==> config.mk <==
export PLATFORM = sky130hd
export DESIGN_NAME = register_file_mp
export DESIGN_NICKNAME = d
export VERILOG_FILES = /design/src/rtl/register_file_mp_pkg.sv /design/src/rtl/register_file_mp_dump_fsm.sv /design/src/rtl/register_file_mp.sv
export SDC_FILE = /design/constraint.sdc
export NUM_CORES = 1
export LEC_CHECK = 0
export CELL_PAD_IN_SITES_DETAIL_PLACEMENT = 0
export CELL_PAD_IN_SITES_GLOBAL_PLACEMENT = 1
export CORE_ASPECT_RATIO = 0.6
export CORE_MARGIN = 3
export CORE_UTILIZATION = 53
export CTS_BUF_LIST = sky130_fd_sc_hd__clkbuf_8
export DETAILED_ROUTE_END_ITERATION = 8
export PLACE_DENSITY_LB_ADDON = 0.1
export SLEW_MARGIN = 10
export SYNTH_ARGS = -nofsm -noshare
export SYNTH_HDL_FRONTEND = slang
export SYNTH_SLANG_ARGS = --single-unit
==> constraint.sdc <==
create_clock -name clk -period 3.8 [get_ports clk]
set_clock_uncertainty 0.2 [all_clocks]
set_input_delay 0.95 -clock clk [delete_from_list [all_inputs] [get_ports clk]]
set_output_delay 0.95 -clock clk [all_outputs]
set_load 0.005 [all_outputs]
==> src/rtl/register_file_mp_pkg.sv <==
// Shared definitions for the multi-port register file: dump FSM encoding and default sizes.
package register_file_mp_pkg;

  localparam int unsigned DEF_DATA_W  = 16;
  localparam int unsigned DEF_ADDR_W  = 3;
  localparam int unsigned DEF_N_RD    = 2;
  localparam int unsigned DEF_BYPASS  = 1;
  localparam int unsigned DEF_ZERO_R0 = 1;

  typedef enum logic [1:0] {
    ST_IDLE = 2'd0,
    ST_SCAN = 2'd1,
    ST_DONE = 2'd2
  } dump_state_t;

endpackage

==> src/rtl/register_file_mp_dump_fsm.sv <==
// Dump sequencer: walks every register index once and streams it out over a valid/ready beat.
module rf_dump_fsm
  import register_file_mp_pkg::*;
#(
  parameter int unsigned DATA_W = DEF_DATA_W,
  parameter int unsigned ADDR_W = DEF_ADDR_W
) (
  input  logic              clk,
  input  logic              rst,
  input  logic              dump_start,
  input  logic              dump_ready,
  input  logic [DATA_W-1:0] lookup_data,
  output logic [ADDR_W-1:0] lookup_addr_c,
  input  logic              wr_en,
  input  logic [ADDR_W-1:0] wr_dest,
  input  logic [DATA_W-1:0] wr_data,
  output logic              dump_valid,
  output logic [ADDR_W-1:0] dump_addr,
  output logic [DATA_W-1:0] dump_data,
  output logic              dump_busy,
  output logic              dump_done
);

  localparam logic [ADDR_W-1:0] LAST_ADDR = '1;

  dump_state_t state;

  // Index whose value is loaded into dump_data at the next edge (beat 0 when starting).
  assign lookup_addr_c = (state == ST_SCAN) ? ADDR_W'(dump_addr + 1'b1) : '0;

  always_ff @(posedge clk or negedge rst) begin
    if (!rst) begin
      state      <= ST_IDLE;
      dump_valid <= 1'b0;
      dump_addr  <= '0;
      dump_data  <= '0;
      dump_busy  <= 1'b0;
      dump_done  <= 1'b0;
    end else begin
      case (state)
        ST_IDLE: begin
          if (dump_start) begin
            state      <= ST_SCAN;
            dump_valid <= 1'b1;
            dump_busy  <= 1'b1;
            dump_addr  <= '0;
            dump_data  <= lookup_data;
          end
        end
        ST_SCAN: begin
          if (dump_ready) begin
            if (dump_addr == LAST_ADDR) begin
              state      <= ST_DONE;
              dump_valid <= 1'b0;
              dump_done  <= 1'b1;
            end else begin
              dump_addr <= lookup_addr_c;
              dump_data <= lookup_data;
            end
          end else if (wr_en && (wr_dest == dump_addr)) begin
            // A stalled beat tracks writes to its register so the sink sees the newest value.
            dump_data <= wr_data;
          end
        end
        ST_DONE: begin
          state     <= ST_IDLE;
          dump_done <= 1'b0;
          dump_busy <= 1'b0;
        end
        default: begin
          state      <= ST_IDLE;
          dump_valid <= 1'b0;
          dump_busy  <= 1'b0;
          dump_done  <= 1'b0;
        end
      endcase
    end
  end

endmodule

==> src/rtl/register_file_mp.sv <==
// Register file with N_RD combinational read ports, one write port, optional
// write-through forwarding, hardwired-zero R0 and a streaming dump interface.
module register_file_mp
  import register_file_mp_pkg::*;
#(
  parameter int unsigned DATA_W  = DEF_DATA_W,
  parameter int unsigned ADDR_W  = DEF_ADDR_W,
  parameter int unsigned N_RD    = DEF_N_RD,
  parameter int unsigned BYPASS  = DEF_BYPASS,
  parameter int unsigned ZERO_R0 = DEF_ZERO_R0
) (
  input  logic                     clk,
  input  logic                     rst,
  input  logic                     reg_write_en,
  input  logic [ADDR_W-1:0]        reg_write_dest,
  input  logic [DATA_W-1:0]        reg_write_data,
  input  logic [N_RD*ADDR_W-1:0]   reg_read_addr,
  output logic [N_RD*DATA_W-1:0]   reg_read_data,
  input  logic                     dump_start,
  input  logic                     dump_ready,
  output logic                     dump_valid,
  output logic [ADDR_W-1:0]        dump_addr,
  output logic [DATA_W-1:0]        dump_data,
  output logic                     dump_busy,
  output logic                     dump_done
);

  localparam int unsigned DEPTH = 1 << ADDR_W;

  logic [DATA_W-1:0] regs [DEPTH];
  logic              write_ok;
  logic [ADDR_W-1:0] lookup_addr_c;
  logic [DATA_W-1:0] lookup_data_c;

  // A write takes effect only out of reset and never on a hardwired-zero R0.
  assign write_ok = reg_write_en && rst &&
                    !((ZERO_R0 != 0) && (reg_write_dest == '0));

  function automatic logic [DATA_W-1:0] read_value(input logic [ADDR_W-1:0] a);
    if ((ZERO_R0 != 0) && (a == '0)) return '0;
    if ((BYPASS != 0) && write_ok && (a == reg_write_dest)) return reg_write_data;
    return regs[a];
  endfunction

  always_ff @(posedge clk or negedge rst) begin
    if (!rst) begin
      for (int i = 0; i < int'(DEPTH); i++) regs[i] <= '0;
    end else if (write_ok) begin
      regs[reg_write_dest] <= reg_write_data;
    end
  end

  always_comb begin
    reg_read_data = '0;
    for (int k = 0; k < int'(N_RD); k++) begin
      reg_read_data[k*int'(DATA_W) +: DATA_W] =
        read_value(reg_read_addr[k*int'(ADDR_W) +: ADDR_W]);
    end
  end

  always_comb begin
    lookup_data_c = read_value(lookup_addr_c);
  end

  rf_dump_fsm #(
    .DATA_W (DATA_W),
    .ADDR_W (ADDR_W)
  ) u_dump_fsm (
    .clk           (clk),
    .rst           (rst),
    .dump_start    (dump_start),
    .dump_ready    (dump_ready),
    .lookup_data   (lookup_data_c),
    .lookup_addr_c (lookup_addr_c),
    .wr_en         (write_ok),
    .wr_dest       (reg_write_dest),
    .wr_data       (reg_write_data),
    .dump_valid    (dump_valid),
    .dump_addr     (dump_addr),
    .dump_data     (dump_data),
    .dump_busy     (dump_busy),
    .dump_done     (dump_done)
  );

endmodule

==> results of run 1 <==
==> metrics by stage <==
step,area (sq um),setup TNS (ns),instances
5_1_grt,11500,0,1133
2_1_floorplan,9500,0,784
3_3_place_gp,11000,-12.61,1089
3_5_place_dp,11000,-13.43,1089
6_report,11500,0,1133
4_1_cts,11400,0,1134
==> registers in the layout, indices dropped and copies added (netlist names) <==
| signal | flops |
|---|---|
| regs | 128 |
| u_dump_fsm.dump_addr | 3 |
| u_dump_fsm.dump_data | 16 |
| u_dump_fsm.dump_busy | 1 |
| u_dump_fsm.dump_done | 1 |
| u_dump_fsm.state | 2 |
| u_dump_fsm.dump_valid | 1 |
==> report_power, final <==
group	total [W]	internal, W	switching [W]	leakage, nW
Sequential	0.00238	0.00200	0.000375	1.89
Clock	0.00127	0.000548	0.000717	0.201
Combinational	0.00293	0.00141	0.00152	2.72
==> worst max-delay path, cell delays in order <==
cell and delay (ns):
clkdlybuf4s15_2 0.22, o311a_1 0.38, buf_4 0.14, nand4_1 0.17
buf_4 0.17, buf_12 0.13, nor2_1 0.05, a211oi_1 0.21
buf_2 0.16
==> cell usage in the layout (no fill, tap or decap), types with 3 or more instances in the layout <==
cell,count
a21oi_1,25
a221oi_1,8
inv_8,3
buf_4,69
buf_2,17
nor3_2,3
mux2_1,25
mux4_2,65
nand3_1,3
inv_6,7
clkdlybuf4s50_1,41
or3_1,9
nor2b_1,9
clkbuf_2,3
clkbuf_8,17
buf_6,9
o22ai_1,15
a211oi_2,18
nor2_2,3
xnor2_1,7
nor2_1,59
clkdlybuf4s15_2,4
o221ai_1,5
a21o_1,9
o21ai_0,14
nand2b_1,5
dfrtp_1,151
nand2_1,30
a211oi_1,28
mux2i_2,3
mux2_2,85
buf_12,18
dlygate4sd2_1,16
mux2i_1,56
inv_1,5
a31oi_1,11
==> final cells by class <==
type	count	area (sq um)	area share, %
clock inverters	15	159	1.39
well taps	234	293	2.55
inverters	5	18.8	0.164
flip-flops and latches	152	3800	33.2
clock buffers	17	234	2.04
multi-input cells	531	5260	45.9
repair buffers	179	1700	14.8
==> repair_timing <==
item / CTS / global route
gates resized for setup: 114 / 16
setup endpoints to repair: 32 / 23
buffers inserted: 8 / 0
gates cloned: 5 / 0
pin swaps: 8 / 4
hold buffers: 0 / 0
==> metal layers <==
layer | up-vias | wire length (microns) | GRT usage [%]
met5 | - | 0 | 0
met4 | 0 | 814 | 11.6
met3 | 73 | 3160 | 9.08
met2 | 465 | 13400 | 47.5
met1 | 3869 | 13500 | 46.6
li1 | 3169 | - | -
==> how the worst max path moves through the flow <==
stage	to	depth (start not counted)
3_5_place_dp	reg_read_data[26]	7
6_report	reg_read_data[16]	9
5_1_grt	reg_read_data[31]	9
2_1_floorplan	reg_read_data[10]	5
3_3_place_gp	reg_read_data[6]	7
4_1_cts	reg_read_data[24]	8
==> cell families (layout without fill, tap and decap cells) <==
| family | after synthesis | after routing | synth area share [%] |
|---|---|---|---|
| AND/OR/NAND/NOR | 140 | 140 | 7.63 |
| adder cells (fa/ha/maj) | 2 | 2 | 0.263 |
| buffers and inverters | 101 | 216 | 5.56 |
| multiplexers | 234 | 234 | 34.7 |
| flip-flops | 152 | 152 | 40.0 |
| XOR/XNOR | 9 | 9 | 0.830 |
| AO/OA/AOI/OAI | 146 | 146 | 11.0 |
==> metrics, run 1 <==
status=complete, no violations; critical path data required time=2.65 ns; post-DP HPWL=19.7 mm; Routed Antenna Nets=0; Synthesized Nets=816; initial DRC count=1117; Synth Area per Inst=12.1 sq um; Startpoint Class=input port; Seq/Total Area, Yosys=40.0%; DIE AREA=19600 sq um; hold worst-path end=regs[115]; cell taking the most area after synthesis=dfrtp_1; most numerous cell in the Yosys netlist=dfrtp_1; Die W=179 microns; Min-Delay Path Class=register to register; number of synthesized flops with an enable pin=0; vias=7576; post-layout util=66.0%; Max-slew headroom=41.2%; CTS root buf=clkbuf_8; first-pass GRT wire length=46.3 mm; vias in the first global route=7568; fraction of registers with async set/reset=100%; ratio of cells with drive above 1 in the final layout=38.2%; Worst Reg-to-Reg Cells=10; Cell variety after synth=59; GRT overflow=0; IO Port Bufs=83; FF-to-FF Start=u_dump_fsm.dump_addr[1]; yosys warns=0; drt wl/cell=27.2 microns; RSZ-0062 raised after global routing=false; Seq cells post-synth=152; drt drc=0; top post-synthesis cells by area=dfrtp_1 (40%), mux4_2 (15%), mux2_2 (10%); Starting Density=54.7%; Post-synth top cells=dfrtp_1 (152), mux2_2 (85), mux4_2 (65); post-synth top area share=40.0%; Power Density=573 nW/um^2; Filler Cells Inserted=1342; Tmin final=3.74 ns; layout net count=918; endpoints failing setup=0; Crit Path Class=input port to primary output; largest net degree at the start of global routing=155; CORE AREA=17400 sq um; CP arrival=2.59 ns; Placer Congestion=0.930; Synth Instances=784; pre-CTS setup slack=-0.464 ns; worst-path fanout max=14; antenna cells=0; CTS H-tree depth=4; period utilization=98.5%; FF-to-FF setup slack=0.79 ns; clk sinks=152; IO Count=84; final setup margin=0.0587 ns; Tot Pwr=0.00657 W; FMAX=267 MHz; final hold viol count=0; num rows=37; DR vias/cell=6.69; Worst R2R End=u_dump_fsm.dump_data[2]; Max Slew Vio Count=0; crit path from=reg_write_dest[2]; Leakage=4.81 nW; Clk pin slew, worst setup/hold paths=0.09 ns; drt pass-1 iters=5; max-cap viol count=0; GRT Total Usage=32.4%; Die Height=110 microns; VDD IR max=0.000318 V; Primary FF master, synth=dfrtp_1; Area Growth Syn to Fin=20.7%; crit end category=primary output; initial antenna violation count=0; Worst Min Path Start=regs[115]; maximum clock path buffer count=2; CTS Buf Count=17; Min-Delay Path Depth=0; Slew @ Worst Pin=0.882 ns; final WL=30.8 mm; clk_lat worst skew=0.46 ns; CTS tree=done; mapped cell area=9500 sq um; worst hold slack=0.227 ns
Note: power is estimated with default switching activity, not from simulation.
==> inputs of run 2 (changes only) <==
--- a/config.mk
+++ b/config.mk
@@ -9,8 +9,8 @@
 export CELL_PAD_IN_SITES_GLOBAL_PLACEMENT = 1
 export CORE_ASPECT_RATIO = 0.6
 export CORE_MARGIN = 3
-export CORE_UTILIZATION = 53
-export CTS_BUF_LIST = sky130_fd_sc_hd__clkbuf_8
+export CORE_UTILIZATION = 51
+export CTS_BUF_LIST = sky130_fd_sc_hd__clkbuf_8 sky130_fd_sc_hd__clkbuf_16
 export DETAILED_ROUTE_END_ITERATION = 8
 export PLACE_DENSITY_LB_ADDON = 0.1
 export SLEW_MARGIN = 10
==> run 2 against run 1 <==
Effect of this change:
- global-route usage shrank 1.1 points
- final area is 2.4% higher
- critical endpoint is now reg_read_data[19]
- sequential power about the same
- highest routed layer is now met5
==> metrics, run 2 (synthesis gave the netlist of run 1 again) <==
drt pass-1 iters=5; post-layout util=66.4%; initial antenna violation count=1; # hold bufs at CTS=0; worst path bufs/invs=4; CTS root buf=clkbuf_16; Startpoint Class=input port; final WL=31.1 mm; layout net count=909; CTS H-tree depth=4; CTS tree=done; crit-path cells=dlygate4sd2_1, o311a_1, nand4_1, buf_4, buf_6, nor2_1, a211oi_1, clkdlybuf4s15_1; FF-to-FF setup slack=0.81 ns; CP arrival=2.62 ns; hold worst-path end=regs[121]; CP top delay family=buffers and inverters; initial DRC count=890; post-DP HPWL=19.7 mm; num rows=37; drt wl/cell=27.7 microns; Placer Congestion=0.919; largest net degree at the start of global routing=155; Routed Antenna Nets=0; Min-Delay Path Depth=0; DR vias/cell=6.74; biggest regs=regs x128, u_dump_fsm.dump_data x16, u_dump_fsm.dump_addr x3; Largest register FFs=128; GRT overflow=0; most common cell after layout, fill and taps aside=dfrtp_1; Largest Register=regs; commonest non-fill, non-tap cells in the layout=dfrtp_1 (151), mux2_2 (85), mux4_2 (65); worst-path fanout max=12; Die W=182 microns; Filler Cells Inserted=1309; Net Sw Power=0.00269 W; Tmin final=3.77 ns; VDD IR max=0.000445 V; Worst Reg-to-Reg Cells=7; RSZ-0062 raised after global routing=false; Seq pwr share=33.4%; final hold viol count=0; GRT Total Usage=31.3%; vias=7576; Power Density=607 nW/um^2; FMAX=265 MHz; endpoints failing setup=0; maximum clock path buffer count=2; first-pass GRT wire length=47.7 mm; vias in the first global route=7723; Clk pwr share=25.1%; Min-Delay Path Class=register to register; crit end category=primary output; Int Power=0.00444 W; CORE AREA=17700 sq um; Die Height=112 microns; Sw Ratio=37.7%; clk_lat worst skew=0.45 ns; IO Count=84; drt drc=0; ratio of cells with drive above 1 in the final layout=37.6%; CTS Buf Count=17; Starting Density=53.7%; Leakage=4.93 nW; IO Port Bufs=83; Crit Path Class=input port to primary output; Layout Cells excl Fill=1124; Clk pin slew, worst setup/hold paths=0.07 ns; Slew @ Worst Pin=0.917 ns; Comb pwr share=41.5%; antenna cells=0; max-cap viol count=0; critical path data required time=2.65 ns; DIE AREA=20400 sq um; Placed Instances=1084; FF-to-FF Start=u_dump_fsm.dump_addr[1]; Area Growth Syn to Fin=23.6%; CP max-delay cell=o311a_1; status=complete, no violations; Max-slew headroom=38.9%; period utilization=99.2%; clk sinks=152; delay of the slowest critical-path stage=0.38 ns; Max Slew Vio Count=0; Worst R2R End=u_dump_fsm.dump_data[14]; Worst Min Path Start=regs[121]
run 2: final cells by class:
class                      count  area, sq um  share of cell area, %
multi-input combinational    531         5310                   45.2
clock buffer                  17          425                   3.62
tap                          234          293                   2.49
timing repair buffer         170         1700                   14.5
inverter                       5         18.8                  0.160
sequential                   152         3800                   32.4
clock inverter                15          188                   1.60
run 2: power by group through the flow:
stage / Sequential (W) / Combinational, W / Clock, W
global placement: 0.00234 / 0.00285 / 0
detailed placement: 0.00239 / 0.00291 / 0
finish: 0.00238 / 0.00296 / 0.00179
global route: 0.00243 / 0.00314 / 0.00188
floorplan: 0.00228 / 0.00186 / 0
CTS: 0.00237 / 0.00291 / 0.00181
run 2: routing by layer:
metal  track usage [%]  vias to the layer above  wire [microns]
met2              46.2                      463           13800
met1              45.2                     3888           13300
met3              8.39                       73            3030
met4              10.4                        2             866
met5                 0                        -              13
li1                  -                     3150               -
run 2: timing repair:
item / in CTS / in global routing
endpoints found under the hold margin: 0 / 0
gates resized for setup: 91 / 25
endpoints found under the setup margin: 32 / 19
cloned: 4 / 0
pin swaps: 3 / 3
buffers inserted: 4 / 0
run 2: through the flow:
stage          TNS, ns  hold WS (ns)  total power, W  worst slack, ns  instance area, sq um
2_1_floorplan        0         0.262         0.00414            0.466                  9500
3_3_place_gp    -10.05         0.197         0.00519           -0.361                 10900
3_5_place_dp    -10.84         0.214         0.00530           -0.422                 10900
4_1_cts              0         0.229         0.00710           0.0125                 11700
5_1_grt              0         0.250         0.00744          0.00121                 11700
6_report             0         0.227         0.00713           0.0316                 11700
run 2: worst max-delay path by stage:
stage	startpoint	to	slack (ns)	cells after the start
final	reg_write_dest[2]	reg_read_data[19]	0.03	8
after CTS	reg_read_addr[4]	reg_read_data[24]	0.01	6
after global routing	reg_write_dest[2]	reg_read_data[25]	0.001	8
after global placement	reg_write_dest[2]	reg_read_data[23]	-0.36	7
after floorplan	reg_read_addr[0]	reg_read_data[10]	0.47	5
after detailed placement	reg_write_dest[2]	reg_read_data[20]	-0.42	7
